### src/rtl/imm_pkg.sv
// Shared constants for the immediate compressor: field widths, beat kind
// encodings and FSM state encodings.
package imm_pkg;

  localparam int WORD_W = 16;
  localparam int IMM_W  = 7;
  localparam int HI_W   = WORD_W - IMM_W;

  localparam logic [1:0] KIND_SHORT = 2'd0;
  localparam logic [1:0] KIND_HIGH  = 2'd1;
  localparam logic [1:0] KIND_LOW   = 2'd2;

  typedef enum logic [1:0] {
    ST_IDLE  = 2'd0,
    ST_SHORT = 2'd1,
    ST_HIGH  = 2'd2,
    ST_LOW   = 2'd3
  } stateT;

endpackage

### src/rtl/imm_compress_fit_check.sv
// imm_fit_check: decides whether a constant is sign-representable in the
// immediate field and slices out the candidate beat payloads.
module imm_fit_check
  import imm_pkg::*;
(
  input  logic [WORD_W-1:0] inData,
  output logic              fits,
  output logic [HI_W-1:0]   hiField,
  output logic [HI_W-1:0]   loField,
  output logic [HI_W-1:0]   shortField
);

  // Bits [WORD_W-1:IMM_W-1] must all match the immediate sign bit.
  logic [WORD_W-IMM_W:0] signBits;

  assign signBits   = inData[WORD_W-1:IMM_W-1];
  assign fits       = (&signBits) | ~(|signBits);
  assign hiField    = inData[WORD_W-1:IMM_W];
  assign loField    = {{(HI_W-IMM_W){1'b0}}, inData[IMM_W-1:0]};
  assign shortField = {{(HI_W-IMM_W){inData[IMM_W-1]}}, inData[IMM_W-1:0]};

endmodule

### src/rtl/imm_compress.sv
// imm_compress: narrows WORD_W-bit constants into IMM_W-bit immediate beats.
// A constant that fits becomes one SHORT beat; otherwise a HIGH beat
// (upper bits) followed by a LOW beat (lower bits).
// Optional macro IMM_COMPRESS_STATS_EN adds saturating beat counters.
//
// state  | meaning
// IDLE   | no beat pending, ready for a constant
// SHORT  | presenting a single sign-extended immediate beat
// HIGH   | presenting the upper-load beat; LOW still owed
// LOW    | presenting the or-immediate beat that ends a pair
module imm_compress
  import imm_pkg::*;
(
  input  logic              clk,
  input  logic              rst_n,
  input  logic              in_valid,
  output logic              in_ready,
  input  logic [WORD_W-1:0] in_data,
  output logic              out_valid,
  input  logic              out_ready,
  output logic [1:0]        out_kind,
  output logic [HI_W-1:0]   out_data,
  output logic              out_last
`ifdef IMM_COMPRESS_STATS_EN
  ,
  output logic [15:0]       stat_short,
  output logic [15:0]       stat_long
`endif
);

  stateT             state, stateNext;
  logic [IMM_W-1:0]  heldLow, heldLowNext;
  logic [1:0]        kindQ, kindNext;
  logic [HI_W-1:0]   dataQ, dataNext;
  logic              lastQ, lastNext;
  logic              accept;
  logic              fits;
  logic [HI_W-1:0]   hiField, loField, shortField;

  imm_fit_check uFit (
    .inData     (in_data),
    .fits       (fits),
    .hiField    (hiField),
    .loField    (loField),
    .shortField (shortField)
  );

  // A new constant can enter when idle or as the final beat of the current
  // constant is taken, which gives bubble-free streaming.
  assign in_ready  = (state == ST_IDLE) |
                     (((state == ST_SHORT) | (state == ST_LOW)) & out_ready);
  assign accept    = in_valid & in_ready;
  assign out_valid = (state != ST_IDLE);
  assign out_kind  = kindQ;
  assign out_data  = dataQ;
  assign out_last  = lastQ;

  // State, held low field and output beat registers.
  always_ff @(posedge clk or negedge rst_n) begin
    if (!rst_n) begin
      state   <= ST_IDLE;
      heldLow <= '0;
      kindQ   <= KIND_SHORT;
      dataQ   <= '0;
      lastQ   <= 1'b0;
    end else begin
      state   <= stateNext;
      heldLow <= heldLowNext;
      kindQ   <= kindNext;
      dataQ   <= dataNext;
      lastQ   <= lastNext;
    end
  end

  // Next state and next beat contents.
  always_comb begin
    stateNext   = state;
    heldLowNext = heldLow;
    kindNext    = kindQ;
    dataNext    = dataQ;
    lastNext    = lastQ;
    if (state == ST_HIGH) begin
      if (out_ready) begin
        stateNext = ST_LOW;
        kindNext  = KIND_LOW;
        dataNext  = {{(HI_W-IMM_W){1'b0}}, heldLow};
        lastNext  = 1'b1;
      end
    end else if (accept) begin
      // Only the low field is needed after the HIGH beat is built.
      heldLowNext = loField[IMM_W-1:0];
      if (fits) begin
        stateNext = ST_SHORT;
        kindNext  = KIND_SHORT;
        dataNext  = shortField;
        lastNext  = 1'b1;
      end else begin
        stateNext = ST_HIGH;
        kindNext  = KIND_HIGH;
        dataNext  = hiField;
        lastNext  = 1'b0;
      end
    end else if ((state != ST_IDLE) && out_ready) begin
      stateNext = ST_IDLE;
      kindNext  = KIND_SHORT;
      dataNext  = '0;
      lastNext  = 1'b0;
    end
  end

`ifdef IMM_COMPRESS_STATS_EN
  logic shortDone, longDone;

  assign shortDone = (state == ST_SHORT) & out_ready;
  assign longDone  = (state == ST_LOW) & out_ready;

  // Saturating counts of completed SHORT beats and completed HIGH/LOW pairs.
  always_ff @(posedge clk or negedge rst_n) begin
    if (!rst_n) begin
      stat_short <= '0;
      stat_long  <= '0;
    end else begin
      if (shortDone && (stat_short != 16'hFFFF)) stat_short <= stat_short + 16'd1;
      if (longDone && (stat_long != 16'hFFFF))   stat_long  <= stat_long + 16'd1;
    end
  end
`endif

endmodule
### config.mk
export PLATFORM = sky130hd
export DESIGN_NAME = imm_compress
export DESIGN_NICKNAME = d
export VERILOG_FILES = /design/src/rtl/imm_pkg.sv /design/src/rtl/imm_compress_fit_check.sv /design/src/rtl/imm_compress.sv
export SDC_FILE = /design/constraint.sdc
export NUM_CORES = 1
export LEC_CHECK = 0
export ABC_AREA = 1
export BUFFER_PORTS_ARGS = -buffer_cell sky130_fd_sc_hd__buf_4
export CAP_MARGIN = 5
export CORE_AREA = 3 3 43 84
export CTS_CLUSTER_DIAMETER = 40
export DETAILED_ROUTE_END_ITERATION = 10
export DIE_AREA = 0 0 46 87
export GPL_TIMING_DRIVEN = 0
export PLACE_DENSITY_LB_ADDON = 0.05
export SLEW_MARGIN = 20
export SYNTH_ARGS = -nofsm -noshare
export SYNTH_HDL_FRONTEND = slang
export SYNTH_HIERARCHICAL = 1
export SYNTH_SLANG_ARGS = --single-unit
export TNS_END_PERCENT = 10
### constraint.sdc
create_clock -name clk -period 1.57 [get_ports clk]
set_clock_uncertainty 0.15 [all_clocks]
set_input_delay 0.157 -clock clk [delete_from_list [all_inputs] [get_ports clk]]
set_output_delay 0.157 -clock clk [all_outputs]
set_load 0.02 [all_outputs]
==> flow_summary.toml, run 1 <==
[clock_tree]
cts_tree = "built"
cts_made_buffers = 3
clock-sinks = 20
clock_latency_ns = 0.26
clockBufferDepth = 2
htreeDepth = 1
clk_pin_slew_ns = 0.07
post_cts_buffers = 0
cts-root-buf = "clkbuf_8"

[setup_path]
required_ns = 1.26
cp_max_fo = 10
critPathKind = "reg -> out"
start_kind = "register"
crit_path_top_delay_cell = "dfrtp_1"
critPathMaxStageDelay_ns = 0.43
cp_common_cell = "nand2_4"
setup.worst_path.end_class = "output pin"
crit_path_cell_trace = "inv_4, nand2_4, nand2_4, buf_4"
arrival_ns = 1.20

[detailed_routing]
drt-pass1-iter-count = 5
vias_per_cell = 4.87
routed_wl_mm = 2.89
detail_route.iter0.violations = 17
post_drt_wl_per_cell_um = 12.1
antenna_left = 0
vias = 1158
drc_errors = 0

[sta]
finalHoldViolCount = 0
setup_slack_ns = 0.0613
maxSlewViolCount = 0
fmax_mhz = 663
setup_viol = 0
grt_setup_unrepaired = "false"
period_share = 0.961
worst_pin_slew_ns = 0.298
max_slew_margin = 0.800
min_period_ns = 1.51
timing.hold.ws_ns = 0.0740

[placement]
gp_congestion = 0.806
post_dp_cell_area_mm2 = 0.00156
io_buffer_count = 26
dp_slack_ns = -0.0788
place_hpwl_mm = 2.36
place.detailed.instances = 227

[power_and_ir_drop]
leakage_nw = 0.907
total_power_mw = 2.58
power_density_mw_per_mm2 = 1530
ir_worst_vdd_uv = 567

[layout]
fin_area_mm2 = 0.00169
layout-drive-gt1-share = 0.361
nets = 229
fin_cells = 238
fillers = 305
antenna_cells = 0
area.growth.synth_to_final_pct = 27.3

[synthesis]
netlist_area_mm2 = 0.00133
syn-num-nets = 191
ys_warn_count = 6
syn-instance-count = 171
synth.avg_cell_area_um2 = 7.76

[floorplan]
fp.dieW_um = 46
dieHeight_um = 87
core_mm2 = 0.00301
io-pin-count = 34
die_area_mm2 = 0.00400
start_util = 0.441
row_count = 28

[worst_hold_path]
hold_path.class = "in -> reg"

[status]
status = "finished clean"

[grt]
antenna_found_initial = 0
grt_overflow_total = 0
grt_first_pass_wirelength_mm = 4.87
grt_use_total = 0.164
grt_max_degree = 21
grt_pass1_vias = 1145

[run]
max_cap_viol_count = 0
[per-layer routing]
metal	routed length, µm	part of all wire	up-vias	global-route usage
li1	-	-	607	-
met1	1140	0.39	517	0.177
met2	1580	0.55	30	0.303
met3	125	0.043	4	0.0186
met4	46	0.016	0	0.0648
met5	0	0	-	0
[stage by stage]
stage                     setup TNS [ns]   util
final                                  0  0.561
after global routing                   0  0.561
after global placement            -0.232  0.518
after detailed placement          -0.278  0.518
after CTS                              0  0.561
after floorplan                        0      -
[cell type report]
| cell class | instances | area (µm²) | share of cell area |
|---|---|---|---|
| Clock buffer | 4 | 55.1 | 0.0326 |
| Timing Repair Buffer | 33 | 265 | 0.157 |
| Sequential cell | 20 | 500 | 0.296 |
| Inverter | 6 | 25.0 | 0.0148 |
| Multi-Input combinational cell | 113 | 551 | 0.326 |
| Tap cell | 30 | 37.5 | 0.0222 |
| Buffer | 32 | 256 | 0.152 |
[final timing paths]
path | start | end | slack [ns] | cells past startpoint
min in group asynchronous | rst_n | state[0] | 0.16 | 2
hold reg to reg | heldLow[2] | heldLow[2] | 0.34 | 2
hold / removal | in_data[6] | heldLow[6] | 0.07 | 4
max in group asynchronous | rst_n | heldLow[3] | 0.90 | 2
setup / recovery | state[0] | in_ready | 0.06 | 4
setup reg to reg | state[0] | out_data[5] | 0.32 | 6
[power breakdown]
group	switching, mW	leakage, nW	internal, mW
clock network	0.168	0.0288	0.223
registers	0.137	0.251	0.746
logic	0.755	0.628	0.551
total	1.06	0.907	1.52
[worst max-delay path, delay by kind of cell, from the launching register on]
kind                   cells  cell delay, ns
flip-flops                 1            0.43
buffers and inverters      2            0.31
AND/OR/NAND/NOR            2            0.20
[repair_timing]
item                                    CTS  global route
endpoints found under the setup margin    1             0
gates resized for setup                   1             0
endpoints found under the hold margin    26             0
hold buffers                              7             0
[cell usage in the layout, fill, tap and decap left out, types with 2 or more instances in the layout]
cell type,count
dfrtp_1,20
nand3_1,24
inv_1,2
o21ai_0,2
nor2_1,7
nand2_1,59
nand2_4,3
buf_4,52
o21ai_2,2
dlygate4sd3_1,7
nand4_1,7
clkbuf_8,4
buf_6,5
nand3_2,2
inv_2,2
[registers in the layout, indices dropped and copies added, names as in the netlist]
signal	flops
out_kind	2
heldLow	7
out_data	9
state	2
No activity file was read; power rests on OpenSTA's default activity.
==> run 2, diff against run 1 <==
--- a/config.mk
+++ b/config.mk
@@ -5,13 +5,12 @@
 export SDC_FILE = /design/constraint.sdc
 export NUM_CORES = 1
 export LEC_CHECK = 0
-export ABC_AREA = 1
 export BUFFER_PORTS_ARGS = -buffer_cell sky130_fd_sc_hd__buf_4
 export CAP_MARGIN = 5
-export CORE_AREA = 3 3 43 84
+export CORE_AREA = 3 3 42 82
 export CTS_CLUSTER_DIAMETER = 40
 export DETAILED_ROUTE_END_ITERATION = 10
-export DIE_AREA = 0 0 46 87
+export DIE_AREA = 0 0 45 85
 export GPL_TIMING_DRIVEN = 0
 export PLACE_DENSITY_LB_ADDON = 0.05
 export SLEW_MARGIN = 20
==> flow_summary.toml, run 2 <==
[floorplan]
row_count = 28
io-pin-count = 34
dieHeight_um = 85
start_util = 0.427
die_area_mm2 = 0.00383
core_mm2 = 0.00294
fp.dieW_um = 45

[clock_tree]
cts-root-buf = "clkbuf_8"
htreeDepth = 1
cts_tree = "built"
cts_made_buffers = 3
clockBufferDepth = 2
clock_latency_ns = 0.26
clock-sinks = 20
clk_pin_slew_ns = 0.08

[sta]
min_period_ns = 1.74
timing.hold.ws_ns = 0.0635
period_share = 1.11
setup_viol = 15
grt_setup_unrepaired = "true"
fmax_mhz = 573
worst_pin_slew_ns = 0.589
finalHoldViolCount = 0
setup_slack_ns = -0.174
max_slew_margin = 0.608
maxSlewViolCount = 0

[layout]
final_common_cell = "buf_4"
fillers = 272
fin_util = 0.614
largest_reg_flops = 9
nets = 183
area.growth.synth_to_final_pct = 43.8
antenna_cells = 0
layout-drive-gt1-share = 0.580
final_cell_mix = "61 x buf_4, 19 x dfrtp_1, 10 x mux2_2"
fin_area_mm2 = 0.00181

[setup_path]
critPathMaxStageDelay_ns = 0.43
crit_path_top_delay_cell = "dfrtp_2"
required_ns = 1.57
critPathKind = "reg -> reg"
cp_common_cell = "buf_6"
r2r_start = "state[0]"
arrival_ns = 1.74
reg2reg_depth = 5
crit_path_cell_trace = "or2_1, buf_6, a21boi_4, buf_6, mux2_4"
r2r_end = "heldLow[5]"
setup.worst_path.end_class = "register"
start_kind = "register"
cp_max_fo = 6
r2r_setup_slack_ns = -0.17

[status]
violations = "negative setup slack"
status = "complete, but fails checks"

[placement]
dp_slack_ns = -0.464
gp_congestion = 0.738
io_buffer_count = 27
place_hpwl_mm = 2.19
post_dp_cell_area_mm2 = 0.00150

[grt]
grt_overflow_total = 0
grt_use_total = 0.184
antenna_found_initial = 0
grt_max_degree = 21
grt_pass1_vias = 1107
grt_first_pass_wirelength_mm = 5.18

[worst_hold_path]
hold_end = "state[0]"
hold_depth = 3
hp-start = "in_valid"
hold_path.class = "in -> reg"

[power_and_ir_drop]
power_density_mw_per_mm2 = 1600
leakage_nw = 0.828
ir_worst_vdd_uv = 990

[detailed_routing]
post_drt_wl_per_cell_um = 16.7
vias = 1053
drt-pass1-iter-count = 4
drc_errors = 0
antenna_left = 0
routed_wl_mm = 3.21
detail_route.iter0.violations = 22
vias_per_cell = 5.48

[synthesis]
syn-num-nets = 133
netlist_area_mm2 = 0.00126
synth.avg_cell_area_um2 = 11.1
syn-instance-count = 113
ys_warn_count = 6

[run]
max_cap_viol_count = 0
run 2: timing repair:
item,4_1_cts,5_1_grt
endpoints found under the hold margin,26,0
buffers inserted,9,2
pin swaps,2,2
setup endpoints to repair,15,18
resized for setup,6,9
hold buffers,7,0
run 2: cell type report:
type | count | area, µm² | area share
Buffer | 31 | 234 | 0.130
Clock buffer | 3 | 41.3 | 0.0229
Clock inverter | 1 | 30.0 | 0.0166
Inverter | 1 | 3.75 | 0.00208
Multi-Input combinational cell | 61 | 596 | 0.330
Sequential cell | 20 | 502 | 0.278
Tap cell | 30 | 37.5 | 0.0208
Timing Repair Buffer | 45 | 363 | 0.201
run 2: worst max path at each step:
stage | from | to | cells past startpoint
2_1_floorplan | state[0] | heldLow[3] | 5
5_1_grt | state[0] | heldLow[3] | 5
3_5_place_dp | in_data[6] | out_data[3] | 7
3_3_place_gp | in_data[6] | out_data[5] | 7
4_1_cts | state[1] | heldLow[1] | 5
6_report | state[0] | heldLow[5] | 5
run 2: stage by stage:
| step | std cells | total power [mW] | setup TNS (ns) |
|---|---|---|---|
| final | 192 | 2.89 | -1.71 |
| after global routing | 192 | 3.06 | -2.51 |
| after detailed placement | 170 | 2.17 | -3.98 |
| after floorplan | 113 | 1.71 | -1.59 |
| after CTS | 190 | 2.82 | -1.49 |
| after global placement | 170 | 2.14 | -3.71 |
run 2: worst max-delay path, delay by kind of cell, from the launching register on:
| family | cells | cell delay (ns) |
|---|---|---|
| AOI/OAI and AO/OA | 1 | 0.20 |
| DFF | 1 | 0.43 |
| muxes | 1 | 0.30 |
| buffers and inverters | 2 | 0.30 |
| and+or+nand+nor | 1 | 0.24 |
run 2: where the power goes:
| part | switching (mW) | internal [mW] | total, mW |
|---|---|---|---|
| sequential | 0.180 | 0.760 | 0.940 |
| combinational | 0.658 | 0.780 | 1.44 |
| clock | 0.171 | 0.340 | 0.511 |
run 2: metal layers:
| metal | global-route usage | vias to the layer above | part of all wire |
|---|---|---|---|
| met5 | 0 | - | 0 |
| li1 | - | 491 | - |
| met1 | 0.186 | 532 | 0.36 |
| met2 | 0.337 | 26 | 0.59 |
| met3 | 0.0382 | 4 | 0.036 |
| met4 | 0.0800 | 0 | 0.013 |
==> run 3, diff against run 2 <==
==> constraint.sdc (replaced) <==
create_clock -name clk -period 1.54 [get_ports clk]
set_clock_uncertainty 0.15 [all_clocks]
set_input_delay 0.154 -clock clk [delete_from_list [all_inputs] [get_ports clk]]
set_output_delay 0.154 -clock clk [all_outputs]
set_load 0.02 [all_outputs]
==> flow_summary.toml, run 3 (synthesis gave the netlist of run 2 again) <==
[placement]
io_buffer_count = 27
place_hpwl_mm = 2.19
gp_congestion = 0.738

[floorplan]
row_count = 28
dieHeight_um = 85
fp.dieW_um = 45
core_mm2 = 0.00294
start_util = 0.427
die_area_mm2 = 0.00383
io-pin-count = 34

[run]
max_cap_viol_count = 0

[detailed_routing]
drt-pass1-iter-count = 4
drc_errors = 0
detail_route.iter0.violations = 22
vias_per_cell = 5.48
routed_wl_mm = 3.21
post_drt_wl_per_cell_um = 16.7
antenna_left = 0
vias = 1053

[sta]
period_share = 1.13
fmax_mhz = 573
grt_setup_unrepaired = "true"
min_period_ns = 1.74
max_slew_margin = 0.608
worst_pin_slew_ns = 0.589
finalHoldViolCount = 0
setup_viol = 17
setup_slack_ns = -0.204
maxSlewViolCount = 0

[layout]
multi_input_area_um2 = 596
layout-drive-gt1-share = 0.580
area.growth.synth_to_final_pct = 43.8
largest_reg_flops = 9
fin_util = 0.614
antenna_cells = 0
final_common_cell = "buf_4"
nets = 183
fillers = 272
seq_area_um2 = 502
final_cell_mix = "61 x buf_4, 19 x dfrtp_1, 10 x mux2_2"

[grt]
antenna_found_initial = 0
grt_max_degree = 21
grt_overflow_total = 0
grt_first_pass_wirelength_mm = 5.18
grt_pass1_vias = 1107
grt_use_total = 0.184

[power_and_ir_drop]
power_density_mw_per_mm2 = 1630
total_power_mw = 2.95
leakage_nw = 0.828
ir_worst_vdd_uv = 1010

[clock_tree]
cts-root-buf = "clkbuf_8"
clock-sinks = 20
cts_made_buffers = 3
clock_latency_ns = 0.26
clockBufferDepth = 2
clk_pin_slew_ns = 0.08
htreeDepth = 1
cts_tree = "built"

[status]
violations = "negative setup slack"
status = "complete, but fails checks"

[setup_path]
cp_max_fo = 6
startpoint = "state[0]"
r2r_start = "state[0]"
arrival_ns = 1.74
crit_path_top_delay_cell = "dfrtp_2"
cp_common_cell = "buf_6"
setup.worst_path.end_class = "register"
required_ns = 1.54
critPathKind = "reg -> reg"
crit_buf_inv = 2
cp_top_family = "flip-flops"
crit_path_cell_trace = "or2_1, buf_6, a21boi_4, buf_6, mux2_4"
critPathMaxStageDelay_ns = 0.43
start_kind = "register"

[worst_hold_path]
hp-start = "in_valid"
hold_path.class = "in -> reg"
[run 3: layout make-up]
| cell class | count | area share |
|---|---|---|
| Multi-Input combinational cell | 61 | 0.330 |
| Sequential cell | 20 | 0.278 |
| Timing Repair Buffer | 45 | 0.201 |
| Buffer | 31 | 0.130 |
| Clock buffer | 3 | 0.0229 |
| Tap cell | 30 | 0.0208 |
| Clock inverter | 1 | 0.0166 |
| Inverter | 1 | 0.00208 |
[run 3: metal layers]
layer	part of all wire	vias to the layer above	routed length, µm	track usage
li1	-	491	-	-
met1	0.36	532	1140	0.186
met2	0.59	26	1910	0.337
met3	0.036	4	116	0.0382
met4	0.013	0	42	0.0800
met5	0	-	0	0
[run 3: power breakdown]
| group | internal [mW] | total (mW) | leakage [nW] | switching, mW |
|---|---|---|---|---|
| registers | 0.775 | 0.959 | 0.242 | 0.183 |
| clock network | 0.347 | 0.521 | 0.0357 | 0.174 |
| logic | 0.795 | 1.47 | 0.550 | 0.670 |
[run 3: timing repair]
action,in CTS,in global routing
buffers inserted,9,2
endpoints found under the hold margin,26,0
hold buffers,7,0
resized for setup,6,9
pin swaps,2,2
endpoints found under the setup margin,15,18
[run 3: final timing paths]
path	to	slack, ns	cells after the start
worst min-delay path	state[0]	0.06	3
worst min register to register	out_data[8]	0.35	1
worst max register to register	heldLow[5]	-0.20	5
worst max-delay path	heldLow[5]	-0.20	5
min in group asynchronous	out_kind[1]	0.16	2
max in group asynchronous	state[0]	0.85	2
[run 3: tightest hold or removal path, stage by stage]
cell and delay, ns:
buf_4 0.15, nand2_1 0.07, a22oi_1 0.06
[run 3: per-stage QoR]
| step | hold WS, ns | worst slack [ns] | TNS, ns | instance area, µm² | instances |
|---|---|---|---|---|---|
| after floorplan | -0.292 | -0.198 | -1.97 | 1260 | 113 |
| after global placement | -0.0955 | -0.474 | -4.19 | 1500 | 170 |
| after detailed placement | -0.0993 | -0.491 | -4.48 | 1500 | 170 |
| after CTS | 0.0370 | -0.186 | -1.93 | 1740 | 190 |
| after global routing | 0.0810 | -0.243 | -3.09 | 1810 | 192 |
| final | 0.0605 | -0.204 | -2.16 | 1810 | 192 |
